## config.mk

```make
export PLATFORM = sky130hd
export DESIGN_NAME = ramp_wavegen_multich_flat
export DESIGN_NICKNAME = d
export VERILOG_FILES = /design/src/rtl/ramp_wavegen_multich_if.sv /design/src/rtl/ramp_wavegen_multich.sv /design/src/flat_wrapper.sv
export SDC_FILE = /design/constraint.sdc
export NUM_CORES = 2
export LEC_CHECK = 0
export CELL_PAD_IN_SITES_DETAIL_PLACEMENT = 0
export CELL_PAD_IN_SITES_GLOBAL_PLACEMENT = 1
export CORE_ASPECT_RATIO = 0.9
export CORE_MARGIN = 2
export CORE_UTILIZATION = 48
export CTS_BUF_LIST = sky130_fd_sc_hd__clkbuf_16
export CTS_CLUSTER_SIZE = 16
export DETAILED_ROUTE_END_ITERATION = 10
export PLACE_DENSITY_LB_ADDON = 0.2
export SYNTH_ARGS = -nofsm -noshare
export SYNTH_HDL_FRONTEND = slang
export SYNTH_SLANG_ARGS = --single-unit
export TNS_END_PERCENT = 20
```

## constraint.sdc

```tcl
create_clock -name clk -period 7.6 [get_ports clk]
set_input_delay 1.52 -clock clk [delete_from_list [all_inputs] [get_ports clk]]
set_output_delay 1.52 -clock clk [all_outputs]
set_load 0.01 [all_outputs]
```

## src/rtl/ramp_wavegen_multich_if.sv

```systemverilog
// Bundle of the sample strobe, run levels, configuration bus and sample stream for
// ramp_wavegen_multich.
//   master : drives en, run and cfg_* and observes out_data/out_valid/done
//            (register block / test harness side)
//   slave  : the generator itself
// Parameters must match the ones given to the generator instance.
interface ramp_wavegen_multich_if #(
    parameter int NUM_CH = 2,
    parameter int DATA_W = 12,
    parameter int ACC_W  = 32,
    parameter int CNT_W  = 16
);
    localparam int CH_W = (NUM_CH > 1) ? $clog2(NUM_CH) : 1;

    logic                     en;
    logic [NUM_CH-1:0]        run;
    logic                     cfg_wr;
    logic [CH_W-1:0]          cfg_ch;
    logic [1:0]               cfg_shape;
    logic [ACC_W-1:0]         cfg_phase_inc;
    logic [DATA_W-1:0]        cfg_amp;
    logic [DATA_W-1:0]        cfg_offset;
    logic [CNT_W-1:0]         cfg_cycles;
    logic [NUM_CH*DATA_W-1:0] out_data;
    logic                     out_valid;
    logic [NUM_CH-1:0]        done;

    modport master (
        output en, run, cfg_wr, cfg_ch, cfg_shape, cfg_phase_inc, cfg_amp, cfg_offset, cfg_cycles,
        input  out_data, out_valid, done
    );

    modport slave (
        input  en, run, cfg_wr, cfg_ch, cfg_shape, cfg_phase_inc, cfg_amp, cfg_offset, cfg_cycles,
        output out_data, out_valid, done
    );
endinterface

```

## src/rtl/ramp_wavegen_multich.sv

```systemverilog
// N-channel sawtooth / ramp-down / triangle generator feeding signed DAC sample streams.
// Each channel owns a phase accumulator, a period counter, a shadow and an active
// configuration set and an IDLE/RUN/DONE state machine. Samples pass through a two-stage
// pipeline (shape+scale, then offset+saturate), so an en in cycle k yields out_valid in k+2.
// Ports:
//   clk      system clock
//   rst      synchronous active-high reset
//   bus      slave side of ramp_wavegen_multich_if:
//            en (sample strobe), run[NUM_CH], cfg_* write port,
//            out_data[NUM_CH*DATA_W] (channel c at [c*DATA_W +: DATA_W]), out_valid, done[NUM_CH]
module ramp_wavegen_multich #(
    parameter int NUM_CH = 2,
    parameter int DATA_W = 12,
    parameter int ACC_W  = 32,
    parameter int CNT_W  = 16
) (
    input  logic                  clk,
    input  logic                  rst,
    ramp_wavegen_multich_if.slave bus
);
    localparam int CH_W = (NUM_CH > 1) ? $clog2(NUM_CH) : 1;
    localparam logic [DATA_W-1:0]        MSB_MASK = {1'b1, {(DATA_W-1){1'b0}}};
    localparam logic [DATA_W:0]          AMP_FS   = {2'b01, {(DATA_W-1){1'b0}}};
    localparam logic signed [DATA_W:0]   SAT_MAX  = {2'b00, {(DATA_W-1){1'b1}}};
    localparam logic signed [DATA_W:0]   SAT_MIN  = {2'b11, {(DATA_W-1){1'b0}}};

    typedef enum logic [1:0] {
        ST_IDLE = 2'b00,
        ST_RUN  = 2'b01,
        ST_DONE = 2'b10
    } state_e;

    typedef struct packed {
        logic [1:0]        shape;
        logic [ACC_W-1:0]  inc;
        logic [DATA_W-1:0] amp;
        logic [DATA_W-1:0] offset;
        logic [CNT_W-1:0]  cycles;
    } cfg_t;

    state_e                   state_q   [NUM_CH];
    state_e                   state_d   [NUM_CH];
    logic [ACC_W-1:0]         acc_q     [NUM_CH];
    logic [ACC_W-1:0]         acc_d     [NUM_CH];
    logic [CNT_W-1:0]         cnt_q     [NUM_CH];
    logic [CNT_W-1:0]         cnt_d     [NUM_CH];
    cfg_t                     shadow_q  [NUM_CH];
    cfg_t                     shadow_d  [NUM_CH];
    cfg_t                     active_q  [NUM_CH];
    cfg_t                     active_d  [NUM_CH];
    logic [ACC_W:0]           acc_sum_s [NUM_CH];
    logic signed [DATA_W:0]   st1_y_q   [NUM_CH];
    logic signed [DATA_W:0]   st1_y_d   [NUM_CH];
    logic [DATA_W-1:0]        st1_off_q [NUM_CH];
    logic [DATA_W-1:0]        st1_off_d [NUM_CH];
    logic                     st1_vld_q;
    logic                     st1_vld_d;
    logic [NUM_CH*DATA_W-1:0] out_data_q;
    logic [NUM_CH*DATA_W-1:0] out_data_d;
    logic                     out_valid_q;
    logic                     out_valid_d;
    logic [NUM_CH-1:0]        done_q;
    logic [NUM_CH-1:0]        done_d;
    cfg_t                     wr_cfg_s;

    // Raw waveform value (offset binary flipped to two's complement) for the current phase.
    function automatic logic [DATA_W-1:0] shape_sample(input logic [1:0] shape,
                                                       input logic [ACC_W-1:0] acc);
        logic [DATA_W-1:0] ru;
        logic [DATA_W:0]   p;
        logic [DATA_W-1:0] u;
        ru = acc[ACC_W-1 -: DATA_W] ^ MSB_MASK;
        // Triangle folds the second half of the period back down using one extra phase bit.
        p  = acc[ACC_W-1 -: DATA_W+1];
        u  = p[DATA_W] ? ~p[DATA_W-1:0] : p[DATA_W-1:0];
        case (shape)
            2'b01:   shape_sample = ~ru;
            2'b10:   shape_sample = u ^ MSB_MASK;
            default: shape_sample = ru;
        endcase
    endfunction

    // Gain stage: amp is unsigned with full scale 2^(DATA_W-1); anything larger clamps.
    function automatic logic signed [DATA_W:0] scale_sample(input logic [DATA_W-1:0] r,
                                                            input logic [DATA_W-1:0] amp);
        logic [DATA_W:0]          amp_c;
        logic signed [2*DATA_W:0] prod;
        amp_c = ({1'b0, amp} > AMP_FS) ? AMP_FS : {1'b0, amp};
        prod  = $signed({{(DATA_W+1){r[DATA_W-1]}}, r}) * $signed({{DATA_W{1'b0}}, amp_c});
        prod  = prod >>> (DATA_W-1);
        return prod[DATA_W:0];
    endfunction

    // Offset add at DATA_W+1 bits cannot overflow, so saturation only needs a range compare.
    function automatic logic [DATA_W-1:0] offset_sat(input logic signed [DATA_W:0] y,
                                                     input logic [DATA_W-1:0]      off);
        logic signed [DATA_W:0] z;
        z = y + $signed({off[DATA_W-1], off});
        if (z > SAT_MAX) begin
            return SAT_MAX[DATA_W-1:0];
        end else if (z < SAT_MIN) begin
            return SAT_MIN[DATA_W-1:0];
        end else begin
            return z[DATA_W-1:0];
        end
    endfunction

    assign wr_cfg_s = {bus.cfg_shape, bus.cfg_phase_inc, bus.cfg_amp, bus.cfg_offset, bus.cfg_cycles};

    // Shadow register writes and accumulator adders with carry-out for wrap detection.
    always_comb begin
        for (int c = 0; c < NUM_CH; c++) begin
            // shadow_d doubles as the load source so a write in the load cycle is taken directly.
            if (bus.cfg_wr && (bus.cfg_ch == CH_W'(c))) begin
                shadow_d[c] = wr_cfg_s;
            end else begin
                shadow_d[c] = shadow_q[c];
            end
            acc_sum_s[c] = {1'b0, acc_q[c]} + {1'b0, active_q[c].inc};
        end
    end

    // Per-channel IDLE/RUN/DONE next-state logic; everything holds while en is low.
    always_comb begin
        for (int c = 0; c < NUM_CH; c++) begin
            state_d[c]  = state_q[c];
            acc_d[c]    = acc_q[c];
            cnt_d[c]    = cnt_q[c];
            active_d[c] = active_q[c];
            if (bus.en) begin
                case (state_q[c])
                    ST_IDLE: begin
                        if (bus.run[c]) begin
                            state_d[c]  = ST_RUN;
                            acc_d[c]    = {ACC_W{1'b0}};
                            cnt_d[c]    = {CNT_W{1'b0}};
                            active_d[c] = shadow_d[c];
                        end else begin
                            state_d[c] = ST_IDLE;
                        end
                    end
                    ST_RUN: begin
                        if (!bus.run[c]) begin
                            state_d[c] = ST_IDLE;
                        end else begin
                            acc_d[c] = acc_sum_s[c][ACC_W-1:0];
                            if (acc_sum_s[c][ACC_W]) begin
                                cnt_d[c]    = cnt_q[c] + {{(CNT_W-1){1'b0}}, 1'b1};
                                active_d[c] = shadow_d[c];
                                if ((active_q[c].cycles != {CNT_W{1'b0}}) &&
                                    ((cnt_q[c] + {{(CNT_W-1){1'b0}}, 1'b1}) == active_q[c].cycles)) begin
                                    state_d[c] = ST_DONE;
                                end else begin
                                    state_d[c] = ST_RUN;
                                end
                            end else begin
                                state_d[c] = ST_RUN;
                            end
                        end
                    end
                    ST_DONE: begin
                        if (!bus.run[c]) begin
                            state_d[c] = ST_IDLE;
                        end else begin
                            state_d[c] = ST_DONE;
                        end
                    end
                    default: begin
                        state_d[c] = ST_IDLE;
                    end
                endcase
            end else begin
                state_d[c] = state_q[c];
            end
            done_d[c] = (state_d[c] == ST_DONE);
        end
    end

    // Sample pipeline: stage 1 shapes and scales the pre-increment phase, stage 2 adds offset and saturates.
    always_comb begin
        st1_vld_d   = bus.en;
        out_valid_d = st1_vld_q;
        out_data_d  = out_data_q;
        for (int c = 0; c < NUM_CH; c++) begin
            st1_y_d[c]   = st1_y_q[c];
            st1_off_d[c] = st1_off_q[c];
            if (bus.en) begin
                // Non-running channels feed zero gain and zero offset so they emit 0.
                if (state_q[c] == ST_RUN) begin
                    st1_y_d[c]   = scale_sample(shape_sample(active_q[c].shape, acc_q[c]), active_q[c].amp);
                    st1_off_d[c] = active_q[c].offset;
                end else begin
                    st1_y_d[c]   = {(DATA_W+1){1'b0}};
                    st1_off_d[c] = {DATA_W{1'b0}};
                end
            end else begin
                st1_y_d[c]   = st1_y_q[c];
                st1_off_d[c] = st1_off_q[c];
            end
            if (st1_vld_q) begin
                out_data_d[c*DATA_W +: DATA_W] = offset_sat(st1_y_q[c], st1_off_q[c]);
            end else begin
                out_data_d[c*DATA_W +: DATA_W] = out_data_q[c*DATA_W +: DATA_W];
            end
        end
    end

    // State, configuration and pipeline registers with synchronous reset.
    always_ff @(posedge clk) begin
        if (rst) begin
            for (int c = 0; c < NUM_CH; c++) begin
                state_q[c]   <= ST_IDLE;
                acc_q[c]     <= {ACC_W{1'b0}};
                cnt_q[c]     <= {CNT_W{1'b0}};
                shadow_q[c]  <= '0;
                active_q[c]  <= '0;
                st1_y_q[c]   <= {(DATA_W+1){1'b0}};
                st1_off_q[c] <= {DATA_W{1'b0}};
            end
            st1_vld_q   <= 1'b0;
            out_data_q  <= {(NUM_CH*DATA_W){1'b0}};
            out_valid_q <= 1'b0;
            done_q      <= {NUM_CH{1'b0}};
        end else begin
            for (int c = 0; c < NUM_CH; c++) begin
                state_q[c]   <= state_d[c];
                acc_q[c]     <= acc_d[c];
                cnt_q[c]     <= cnt_d[c];
                shadow_q[c]  <= shadow_d[c];
                active_q[c]  <= active_d[c];
                st1_y_q[c]   <= st1_y_d[c];
                st1_off_q[c] <= st1_off_d[c];
            end
            st1_vld_q   <= st1_vld_d;
            out_data_q  <= out_data_d;
            out_valid_q <= out_valid_d;
            done_q      <= done_d;
        end
    end

    assign bus.out_data  = out_data_q;
    assign bus.out_valid = out_valid_q;
    assign bus.done      = done_q;
endmodule

```

## src/flat_wrapper.sv

```systemverilog
// flat-port wrapper written by rule: the top's interface ports become plain ports
module ramp_wavegen_multich_flat 
#(
    parameter int NUM_CH = 2,
    parameter int DATA_W = 12,
    parameter int ACC_W  = 32,
    parameter int CNT_W  = 16
)
  (clk, rst, bus_en, bus_run, bus_cfg_wr, bus_cfg_ch, bus_cfg_shape, bus_cfg_phase_inc, bus_cfg_amp, bus_cfg_offset, bus_cfg_cycles, bus_out_data, bus_out_valid, bus_done);
  ramp_wavegen_multich_if #(.NUM_CH(NUM_CH), .DATA_W(DATA_W), .ACC_W(ACC_W), .CNT_W(CNT_W)) bus_i ();
  input  logic clk;
  input  logic rst;
  input wire logic [$bits(bus_i.en)-1:0] bus_en;
  input wire logic [$bits(bus_i.run)-1:0] bus_run;
  input wire logic [$bits(bus_i.cfg_wr)-1:0] bus_cfg_wr;
  input wire logic [$bits(bus_i.cfg_ch)-1:0] bus_cfg_ch;
  input wire logic [$bits(bus_i.cfg_shape)-1:0] bus_cfg_shape;
  input wire logic [$bits(bus_i.cfg_phase_inc)-1:0] bus_cfg_phase_inc;
  input wire logic [$bits(bus_i.cfg_amp)-1:0] bus_cfg_amp;
  input wire logic [$bits(bus_i.cfg_offset)-1:0] bus_cfg_offset;
  input wire logic [$bits(bus_i.cfg_cycles)-1:0] bus_cfg_cycles;
  output wire logic [$bits(bus_i.out_data)-1:0] bus_out_data;
  output wire logic [$bits(bus_i.out_valid)-1:0] bus_out_valid;
  output wire logic [$bits(bus_i.done)-1:0] bus_done;
  assign bus_i.en = bus_en;
  assign bus_i.run = bus_run;
  assign bus_i.cfg_wr = bus_cfg_wr;
  assign bus_i.cfg_ch = bus_cfg_ch;
  assign bus_i.cfg_shape = bus_cfg_shape;
  assign bus_i.cfg_phase_inc = bus_cfg_phase_inc;
  assign bus_i.cfg_amp = bus_cfg_amp;
  assign bus_i.cfg_offset = bus_cfg_offset;
  assign bus_i.cfg_cycles = bus_cfg_cycles;
  assign bus_out_data = bus_i.out_data;
  assign bus_out_valid = bus_i.out_valid;
  assign bus_done = bus_i.done;
  ramp_wavegen_multich #(.NUM_CH(NUM_CH), .DATA_W(DATA_W), .ACC_W(ACC_W), .CNT_W(CNT_W)) u_core (.clk(clk), .rst(rst), .bus(bus_i));
endmodule
```

Word-level counts from Yosys, hierarchy flattened

Memories as Yosys holds them, arrays and structs flattened.
Index checks and enable logic that the tools add are counted.

Bits in registers: 28
Latch bits: 0
RAM bits: 446
Memory bits (read-only): 0
Input port bits: 81
Output and inout bits: 27
Memories: 7

Memories:

| memory           | depth | bits a word | read ports | clocked after Yosys merged registers in | write ports | RTL line                   | source |
|---|---|---|---|---|---|---|---|
| u_core.active_q  | 2     | 74          | 2          | 0                                       | 2           | ramp_wavegen_multich.sv:49 | `cfg_t active_q [NUM_CH];` |
| u_core.shadow_q  | 2     | 74          | 2          | 0                                       | 2           | ramp_wavegen_multich.sv:47 | `cfg_t shadow_q [NUM_CH];` |
| u_core.acc_q     | 2     | 32          | 2          | 0                                       | 2           | ramp_wavegen_multich.sv:43 | `logic [ACC_W-1:0] acc_q [NUM_CH];` |
| u_core.cnt_q     | 2     | 16          | 2          | 0                                       | 2           | ramp_wavegen_multich.sv:45 | `logic [CNT_W-1:0] cnt_q [NUM_CH];` |
| u_core.st1_y_q   | 2     | 13          | 2          | 0                                       | 2           | ramp_wavegen_multich.sv:52 | `logic signed [DATA_W:0] st1_y_q [NUM_CH];` |
| u_core.st1_off_q | 2     | 12          | 2          | 0                                       | 2           | ramp_wavegen_multich.sv:54 | `logic [DATA_W-1:0] st1_off_q [NUM_CH];` |
| 1 more memories  | n/a   | n/a         | n/a        | n/a                                     | n/a         | n/a                        |  |

$add $sub $neg: 6
Multipliers: 2
Div/mod/pow operators: 0
$lt $le $gt $ge: 6
Equality and inequality tests: 12
Shifts and indexed selects: 0
Multiplexer cells: 83
Bitwise logic cells: 23
Reductions and logical operators: 8

Operators with widths:

| operator              | number |
|---|---|
| $mux 74               | 14 |
| $pmux 74 s2           | 2 |
| $mux 32               | 8 |
| $mux 12               | 18 |
| $mux 16               | 10 |
| $pmux 32 s2           | 2 |
| $mux 13               | 6 |
| $add 32x32->33        | 2 |
| $pmux 16 s2           | 2 |
| $mul 12x13->24        | 2 |
| $not 12->12           | 4 |
| $pmux 12 s2           | 2 |
| $add 16x1->16 const B | 2 |
| $eq 16x16->1          | 2 |
| $reduce_bool 16->1    | 2 |
| $add 13x12->13        | 2 |
| $gt 13x12->1 const B  | 2 |
| $lt 13x12->1 const B  | 2 |
| $gt 12x12->1 const B  | 2 |
| $mux 2                | 12 |
| $or 1x1->1            | 14 |
| $eq 2x2->1 const B    | 6 |
| $pmux 2 s3            | 2 |
| $eq 2x1->1 const B    | 4 |
| 4 further kinds       | 16 |

Logic depth before layout (Yosys ltp)

An unclocked memory read counts as a cell.

Depth after elaboration: 11
Gate-level depth with buffers: 28
Mapped depth without buffers: 26

Worst setup path before layout

OpenSTA, ideal clock, no wires.

Path type: reg-to-reg
From: memory u_core.active_q[0][146] (netlist name)
To: memory u_core.st1_y_q[0][25] (netlist name)
Data arrival time: 6.639 ns
Required time: 7.483 ns
Setup slack: 0.844 ns
Cell stages (with the launch flop): 28
Path buffers: 3
Cell sequence: dfxtp_1 inv_1 ha_1 clkbuf_1 clkbuf_1 buf_1 inv_1 o21ai_0 nor2_1 fa_1 inv_1 fa_1 inv_1 fa_1 fa_1 inv_1 fa_1 inv_1 ha_1 a21o_1 a21oi_1 o21ba_2 o41ai_1 a221oi_1 o211ai_1 o31ai_1 xnor2_1 a22o_1

RTL lines:

| item               | RTL line |
|---|---|
| start: declaration | ramp_wavegen_multich.sv:49 |
| end: declaration   | ramp_wavegen_multich.sv:52 |

==> flow_summary.ini <==
[grt]
antenna_found_initial = 8
grt-ovfl-total = 0
grt_usage = 0.237
grt_max_degree = 89
grt_pass1_wl_mm = 132
first_global_vias = 24700

[worst_setup_path]
cp.arrival_ns = 7.43
endpoint_kind = flop
r2r-start = u_core.active_q[0][72]
crit_end = u_core.st1_y_q[0][12]
r2r_slack_ns = 0.66
crit_type = flop to flop
cp_common_cell = inv_1
max_stage_delay_ns = 0.75
r2r-end = u_core.st1_y_q[0][12]
cp_top_family = adder cells
cp-startpoint = u_core.active_q[0][72]
critical_path_depth = 23
timing.critical_path.buf_inv = 6
startpoint_type = flop
crit_chain = inv_1, ha_1, inv_1, o21ai_0, nor2_1, fa_1, inv_1, fa_1, inv_1, fa_1, fa_1, inv_1, fa_1, inv_1, ha_1, a21oi_1, o21ai_0, a221o_1, a31o_2, o41a_1, a21oi_1, xnor2_1, a22o_1
worstPathMaxFanout = 25
slowest_stage = ha_1
worstPathRequired_ns = 8.09
worstRegToRegCells = 23

[detailed_routing]
num_vias = 25400
drc_errors = 22
drt_iter0_drc = 1481
finalWirelength_mm = 81.4
first_pass_iters = 11
wl_per_cell_um = 17.2
ant_nets = 0
vias_per_cell = 5.35

[outcome]
violations = design-rule violations
status = finished, violations left

[clock_network]
clk_latency_ns = 0.63
hold_buffers = 0
cts_tree = done
cts_max_level = 2
cts-root-buf = clkbuf_16
clk_pin_slew_worst_paths_ns = 0.06
cts-buffers-inserted = 52
clock-sinks = 474
cts_buffer_depth = 3

[yosys]
synth_edf_count = 0
netlist.area_leader.share = 0.297
syn_inst = 3818
synth_seq_cells = 474
ys.flop_type = dfxtp_1
synth_warnings = 0
ys_types = 75
synth_nets = 4333
synth_area_leaders = dfxtp_1 30%, fa_1 13%, ha_1 9.1%, nand2_1 8.3%, a21oi_1 4.9%
async_flop_share = 0
yosysSeqAreaShare = 0.297
synth_top_area_cell = dfxtp_1
netlist_area_mm2 = 0.0319
avgSynthCellArea_um2 = 8.36

[cells_and_area]
final_common_cell = nand2_1
nets = 4348
most-common-layout-cells = 704 x nand2_1, 474 x dfxtp_1, 352 x inv_1
multi_input_area_mm2 = 0.0204
final_layout_size_suffix_gt1_frac = 0.0692
syn2layout_area_growth_pct = 11.5
final_cell_area_mm2 = 0.0356
finalNonFillerCells = 4742
num-fill-cells = 6221
seq_area_mm2 = 0.00949

[sta]
setup_viol = 0
slew_violations = 0
hold_viol = 0
period_share = 0.913
worst_slack_ns = 0.658
period_minus_slack_ns = 6.94
slew_headroom = 0.194
fin_setup_tns_ns = 0
worst_pin_slew_ns = 1.21
finalClockSkew_ns = 0.0377
fmax_mhz = 144
rsz0062_at_grt = false

[floorplan]
core_area_mm2 = 0.0657
die_w_um = 276
die_area_mm2 = 0.0686
ios = 108
rows = 89
die_height_um = 249
initial_core_util = 0.486

[power]
power_mw = 6.04
ir_worst_vdd_v = 0.000203
power_density_mw_per_mm2 = 170
p_leak_nw = 15.3

[placed_design]
dp_slack_ns = 0.587
dp_hpwl_mm = 60.6
dpl_cell_area_mm2 = 0.0338
gp_congestion = 0.906
dp.cells = 4643
io_buffer_count = 107

[job]
drv_cap = 0

[worst_hold_path]
hp-class = flop to flop
min_from = u_core.active_q[0][112]
## repair_timing
action | CTS | global route
buffers inserted | 0 | 0
gates resized for setup | 0 | 1
endpoints found under the setup margin | 0 | 1
## cells by family (layout without fill, tap and decap cells)
group	Yosys count	in the layout	synth area share
DFF	474	474	0.297
muxes	82	82	0.0286
buffers and inverters	556	613	0.0664
AOI/OAI and AO/OA	826	826	0.163
and+or+nand+nor	1267	1267	0.178
other	0	3	0
adders and majority gates	434	434	0.218
xor gates and xnor gates	179	179	0.0491
## worst min-delay path by stage
stage,slack [ns],endpoint,cells after the start
detailed placement,0.44,u_core.active_q[0][111],2
global route,0.47,u_core.active_q[0][111],2
CTS,0.45,u_core.active_q[0][111],2
global placement,0.44,u_core.acc_q[0][47],2
finish,0.45,u_core.active_q[0][112],2
floorplan,0.43,u_core.st1_y_q[0][22],2
## through the flow
stage          hold WS, ns  utilization
2_1_floorplan        0.426            -
3_3_place_gp         0.441        0.514
3_5_place_dp         0.443        0.514
4_1_cts              0.452        0.542
5_1_grt              0.467        0.542
6_report             0.453        0.542
## metal layers
layer	part of all wire	global-route usage
met4	0.023	0.0599
met2	0.44	0.368
met1	0.49	0.344
met3	0.048	0.0353
met5	0.00042	0
## layout make-up
type,instances,area share
clock inverters,43,0.0131
flip-flops and latches,474,0.267
inverters,347,0.0367
multi-input cells,2788,0.572
repair buffers,170,0.0438
well taps,864,0.0304
clock buffers,53,0.0373
diodes,3,0.000211
## cell usage after synthesis, types with 5 or more instances
master and n:
nand2_1 705, a21boi_0 7, a221o_1 14, a211oi_1 12
o21bai_1 10, nand4_1 23, nor4_1 15, nor3_1 27
o211ai_1 7, nand3_1 54, nor2b_1 34, o41ai_1 5
and2_1 132, xor2_1 86, o221a_2 21, o21a_1 25
clkbuf_1 166, o21ai_1 7, mux2i_1 7, or3_1 28
dfxtp_1 474, a31oi_1 13, a221oi_1 15, ha_1 232
or2_2 10, a2bb2oi_1 6, a21boi_1 7, a21o_1 47
buf_1 20, a21oi_1 313, o21ai_0 179, a22o_1 31
o2111ai_1 5, nand2b_1 30, xnor2_1 93, mux2_2 75
and3_1 23, buf_2 21, nor2_1 167, inv_1 344
a22oi_1 49, fa_1 202, o31ai_1 8, and4_1 6
## worst register-to-register path, cell delays in order (launching register included)
cell,delay (ns)
dfxtp_1,0.33
inv_1,0.06
ha_1,0.75
inv_1,0.20
o21ai_0,0.49
nor2_1,0.13
fa_1,0.56
inv_1,0.05
fa_1,0.48
inv_1,0.06
fa_1,0.51
fa_1,0.54
inv_1,0.05
fa_1,0.52
inv_1,0.04
ha_1,0.33
a21oi_1,0.19
o21ai_0,0.09
a221o_1,0.39
a31o_2,0.28
o41a_1,0.34
a21oi_1,0.18
xnor2_1,0.08
a22o_1,0.20
## power by group
| part | total [mW] | internal (mW) | switching, mW |
|---|---|---|---|
| Sequential | 2.60 | 2.56 | 0.0414 |
| Clock | 2.63 | 1.55 | 1.09 |
| Combinational | 0.806 | 0.338 | 0.468 |
| Total | 6.04 | 4.44 | 1.60 |
## flip-flops by register name, summed over array words and instances (netlist names)
register,cells
u_core.active_q,148
u_core.st1_y_q,26
u_core.state_q,4
u_core.acc_q,64
u_core.shadow_q,148
u_core.out_valid_d,1
u_core.cnt_q,32
u_core.st1_off_q,24
u_core.bus.done,2
u_core.bus.out_valid,1
u_core.bus.out_data,24
No activity file was read; power rests on OpenSTA's default activity.
